## src/rtl/ctr_drbg_update_gen.sv

```systemverilog
// CTR_DRBG update-data producer: encrypts V+1..V+NBLK under Key via an external AES core.
// Define CTR_UPD_ADD_DATA_EN to XOR additional input into the result.
module ctr_drbg_update_gen #(
    parameter int KEY_W = 256,
    parameter int BLK_W = 128,
    parameter int CTR_W = 32
) (
    input  logic                     clk,
    input  logic                     rst_n,
    input  logic                     start,
    input  logic [KEY_W-1:0]         key_in,
    input  logic [BLK_W-1:0]         v_in,
    input  logic [KEY_W+BLK_W-1:0]   add_data,
    output logic                     busy,
    output logic                     aes_req,
    output logic [KEY_W-1:0]         aes_key,
    output logic [BLK_W-1:0]         aes_block,
    input  logic                     aes_ack,
    input  logic [BLK_W-1:0]         aes_result,
    output logic [KEY_W+BLK_W-1:0]   provided_data,
    output logic                     done
);

    localparam int SEED_W = KEY_W + BLK_W;
    localparam int NBLK   = SEED_W / BLK_W;
    localparam int CNT_W  = (NBLK > 1) ? $clog2(NBLK) : 1;
    localparam logic [CNT_W-1:0] LAST = CNT_W'(NBLK - 1);

    typedef enum logic [1:0] {
        IDLE,
        REQ,
        FIN
    } state_t;

    state_t              state_q, state_d;
    logic [CNT_W-1:0]    blk_cnt_q;
    logic [KEY_W-1:0]    key_q;
    logic [BLK_W-1:0]    vw_q;
    logic [SEED_W-1:0]   temp_q, temp_d;
    logic [SEED_W-1:0]   prov_q;
    logic                load;
    logic                take;
    logic                last;

    // Only the low counter field advances; carries out of it are dropped.
    function automatic logic [BLK_W-1:0] inc_ctr(input logic [BLK_W-1:0] v);
        inc_ctr = {v[BLK_W-1:CTR_W], v[CTR_W-1:0] + {{(CTR_W-1){1'b0}}, 1'b1}};
    endfunction

`ifdef CTR_UPD_ADD_DATA_EN
    logic [SEED_W-1:0]   add_q;
`else
    logic                unused_add;
    assign unused_add = ^add_data;
`endif

    assign load = start && (state_q == IDLE || state_q == FIN);
    assign last = (blk_cnt_q == LAST);

    always_comb begin
        state_d = state_q;
        take    = 1'b0;
        temp_d  = temp_q;
        unique case (state_q)
            IDLE: begin
                if (start) state_d = REQ;
            end
            REQ: begin
                if (aes_ack) begin
                    take = 1'b1;
                    for (int i = 0; i < NBLK; i++) begin
                        if (blk_cnt_q == CNT_W'(i))
                            temp_d[SEED_W-1-i*BLK_W -: BLK_W] = aes_result;
                    end
                    if (last) state_d = FIN;
                end
            end
            FIN: begin
                state_d = start ? REQ : IDLE;
            end
            default: state_d = IDLE;
        endcase
    end

    always_ff @(posedge clk or negedge rst_n) begin
        if (!rst_n) begin
            state_q   <= IDLE;
            blk_cnt_q <= '0;
            key_q     <= '0;
            vw_q      <= '0;
            temp_q    <= '0;
            prov_q    <= '0;
        end else begin
            state_q <= state_d;
            if (load) begin
                key_q     <= key_in;
                vw_q      <= inc_ctr(v_in);
                blk_cnt_q <= '0;
            end else if (take) begin
                temp_q    <= temp_d;
                vw_q      <= inc_ctr(vw_q);
                blk_cnt_q <= last ? '0 : blk_cnt_q + 1'b1;
                // Result lands together with the move to FIN so it is valid with done.
                if (last) begin
`ifdef CTR_UPD_ADD_DATA_EN
                    prov_q <= temp_d ^ add_q;
`else
                    prov_q <= temp_d;
`endif
                end
            end
        end
    end

`ifdef CTR_UPD_ADD_DATA_EN
    always_ff @(posedge clk or negedge rst_n) begin
        if (!rst_n) begin
            add_q <= '0;
        end else if (load) begin
            add_q <= add_data;
        end
    end
`endif

    assign busy          = (state_q == REQ);
    assign aes_req       = (state_q == REQ);
    assign done          = (state_q == FIN);
    assign aes_key       = key_q;
    assign aes_block     = vw_q;
    assign provided_data = prov_q;

endmodule

```

## config.mk

```make
export PLATFORM = sky130hd
export DESIGN_NAME = ctr_drbg_update_gen
export DESIGN_NICKNAME = d
export VERILOG_FILES = /design/src/rtl/ctr_drbg_update_gen.sv
export SDC_FILE = /design/constraint.sdc
export NUM_CORES = 2
export LEC_CHECK = 0
export CAP_MARGIN = 20
export CORE_AREA = 2 2 657 659
export DETAILED_ROUTE_END_ITERATION = 16
export DIE_AREA = 0 0 659 661
export PLACE_DENSITY = 0.3
export RECOVER_POWER = 100
export SLEW_MARGIN = 20
export SYNTH_ARGS = -nofsm -noshare
export SYNTH_HDL_FRONTEND = slang
export SYNTH_SLANG_ARGS = --single-unit
```

## constraint.sdc

```tcl
create_clock -name clk -period 4.7 [get_ports clk]
set_clock_uncertainty 0.15 [all_clocks]
set_input_delay 0.94 -clock clk [delete_from_list [all_inputs] [get_ports clk]]
set_output_delay 0.94 -clock clk [all_outputs]
set_load 0.005 [all_outputs]
```

==> results.md <==
* Initial core utilization at 0.09190
* First-pass GRT wire length at between 300000 and 400000 um
* DR pass1 iterations at 5
* Mapped cell area at 39430 sq um
* Die Width at 659 um
* Met3 Resource Use GR at 0.04940
* Nets@finish at approximately 5900
* Synth area leader: dfrtp_1
* Largest cells by area after synthesis: dfrtp_1 (65%), nand2_1 (18%), mux2_2 (11%)
* Setup slack, reg-to-reg at 800 ps
* Total wire length at between 200000 and 300000 um
* Syn Area/Cell at 10.63 sq um
* Crit path time final at 4072 ps
* Row cnt at 241
* Seq/Total Area, Yosys at 0.6523
* Top_reg_cell synth: dfrtp_1
* IO Pins at around 1700
* Setup total negative slack at 0 ps
* Max-cap violation count at 4
* H-tree Lvls at 4
* Initial antenna violation count at 133
* Failing checks: max-capacitance violations, max-slew violations
* Leak at ~29 nW
* Post-CTS sizing at 0
* Maximum vdd ir drop at 309.1 uV
* CTS Buffer Depth at 4
* Syn nets at about 4600
* Commonest cells after routing, fill and taps aside: nand2_1 (1879), dfrtp_1 (1028), dlygate4sd3_1 (773)
* Routability cong. at between 0.8 and 0.9
* Final instance area at roughly 65000 sq um
* Core area at 429100 sq um
* Total CTS buffers at 151
* Worst hold margin at slightly above 300 ps
* P&R area growth vs syn at 63.84%
* WL/cell at between 20 and 25 um
* GR Util All Layers at 0.1113
* Unrepaired setup endpoints after global routing: no
* Count of final setup violators at 0
* Vias at approximately 32000
* Ys Warns at 0
* Final Max Tran Viols at 335
* Setup crit start kind: input port
* Met1 GRT Util at 0.1177
* Crit Path Class: in2reg
* Slew HR at -0.7350
* #FFs+latches synth at approximately 1000
* Async set-or-reset flop fraction in the synthesized netlist at 1.000
* CTS tree: yes
* Fmax at roughly 0.25 GHz
* Antenna Nets Post-Route at 0
* Worst hold path class: reg2reg
* Status: complete, but fails checks
* Grt met2 use at 0.2010
* Post-synth EDFFs at 0
* WP data required at 5350 ps
* Dpl hpwl at roughly 200000 um
* Drt drc at 0
* Fillers at about 48000
* Die ar. at 435600 sq um
* CP Capture Type: flip-flop
* Most common cell after layout, fill and taps aside: nand2_1
* Root Buffer: clkbuf_16
* Top-area cell type share of the netlist area at 0.6523
* DP Area at about 60000 sq um
* Layout cells sized above 1 at 0.1282
* Post-Synthesis Cells at between 3000 and 4000
* GRT busiest layer: met2
* Final worst path period share at 0.8664
* GR Overflow Total at 0
* Die height at around 660 um
* Drt via density at roughly 3
* IO Port Bufs at around 1300
* Multi-input gate area at approximately 13000 sq um
* Worst Max-Slew Pin Slew at around 2600 ps
* Cell variety after synth at 45
* Final hold vios at 0
* Clock Pin Slew Worst Setup and Hold Paths at about 60 ps
* Vias in the first global route at between 30000 and 40000
* Sequential cell area at 25720 sq um
* Crit Path Max Fanout at about 110
* Worst path arrival time at 4720 ps
* Largest net degree at the start of global routing at between 150 and 200
* Iter 0 DRT Violations at between 1000 and 1500
* CTS Sinks at 1028
* Fin cells at between 10000 and 15000
* Inst Count DP at ~11000
* Clk Latency, worst-skew pair at roughly 890 ps
* Power Density at around 670 nW/um^2
* Power after layout at 43.17 mW
[worst paths after layout]
check,startpoint,to,cells past startpoint
max reg2reg,state_q[0],provided_data[219],8
min,temp_q[293],provided_data[293],2
min reg2reg,temp_q[293],provided_data[293],2
max in group asynchronous,rst_n,aes_key[176],4
min in group asynchronous,rst_n,provided_data[65],2
max,aes_ack,provided_data[91],7
[cells by family (layout without fill, tap and decap cells)]
kind of cell / after synthesis / after routing / share of synthesized area
buf+inv: 199 / 1654 / 0.01964
xor+xnor: 54 / 54 / 0.01199
fa+ha+maj: 1 / 1 / 0.0003172
compound gates: 33 / 33 / 0.005235
simple gates: 1981 / 1981 / 0.1936
other cells: 0 / 18 / 0
mux: 412 / 412 / 0.1169
flops: 1028 / 1028 / 0.6523
[flip-flops by register name (all words and copies together), names as in the netlist]
signal	cells
blk_cnt_q	2
aes_block	128
state_q	2
provided_data	384
aes_key	256
temp_q	256
[repair_timing]
action | in CTS | in global routing
buffers inserted | 0 | 0
hold endpoints to repair | 34 | 0
endpoints found under the setup margin | 0 | 0
hold buffers | 1 | 0
[cells in the mapped netlist, types with 2 or more instances]
cell,instances
and2_1,3
buf_6,3
nand2_1,1880
nand3_1,16
o21ai_0,3
nor2_1,25
a211oi_1,2
dfrtp_1,1028
nor4_1,9
nor2b_1,3
and3_1,8
mux2i_1,25
clkbuf_1,180
mux2_2,387
or2_2,2
buf_1,12
nand4_1,6
nand2b_1,3
a21oi_1,17
nand3b_1,2
xor2_1,33
nor3_1,13
a31oi_1,4
and4b_1,2
or4_1,2
xnor2_1,21
[metrics by stage]
step                      setup slack, ps    util
after floorplan                    0.9694       -
after global placement              319.0  0.1393
after detailed placement            439.6  0.1393
after CTS                           668.7  0.1511
after global routing                395.8  0.1505
final                               627.9  0.1506
[report_power, final]
part | switching (mW) | internal [mW] | total, mW
Clock | 4.83 | 7.13 | 12.0
Sequential | 2.32 | 13.2 | 15.5
Combinational | 8.27 | 7.47 | 15.7
[final cells by class]
| cell class | count | area share |
|---|---|---|
| diodes | 18 | 0.0006972 |
| flip-flops and latches | 1028 | 0.3982 |
| clock buffers | 216 | 0.06786 |
| inverters | 2 | 0.0002324 |
| clock inverters | 54 | 0.01092 |
| multi-input cells | 2481 | 0.1999 |
| repair buffers | 1382 | 0.2116 |
| well taps | 5710 | 0.1106 |
[routing by layer]
| metal | wire (um) | vias to the layer above |
|---|---|---|
| met5 | 443 | - |
| met4 | 7276 | 66 |
| met1 | 91210 | 16110 |
| met2 | 127300 | 1163 |
| met3 | 24490 | 436 |
| li1 | - | 14500 |
[worst max-delay path, stage by stage]
cell and delay, ps:
dlygate4sd3_1 710, nand3b_1 180, or3b_1 820, buf_12 400, clkbuf_1 940, nand2_1 130, nand2_1 120
(Power assumes the default switching activity.)
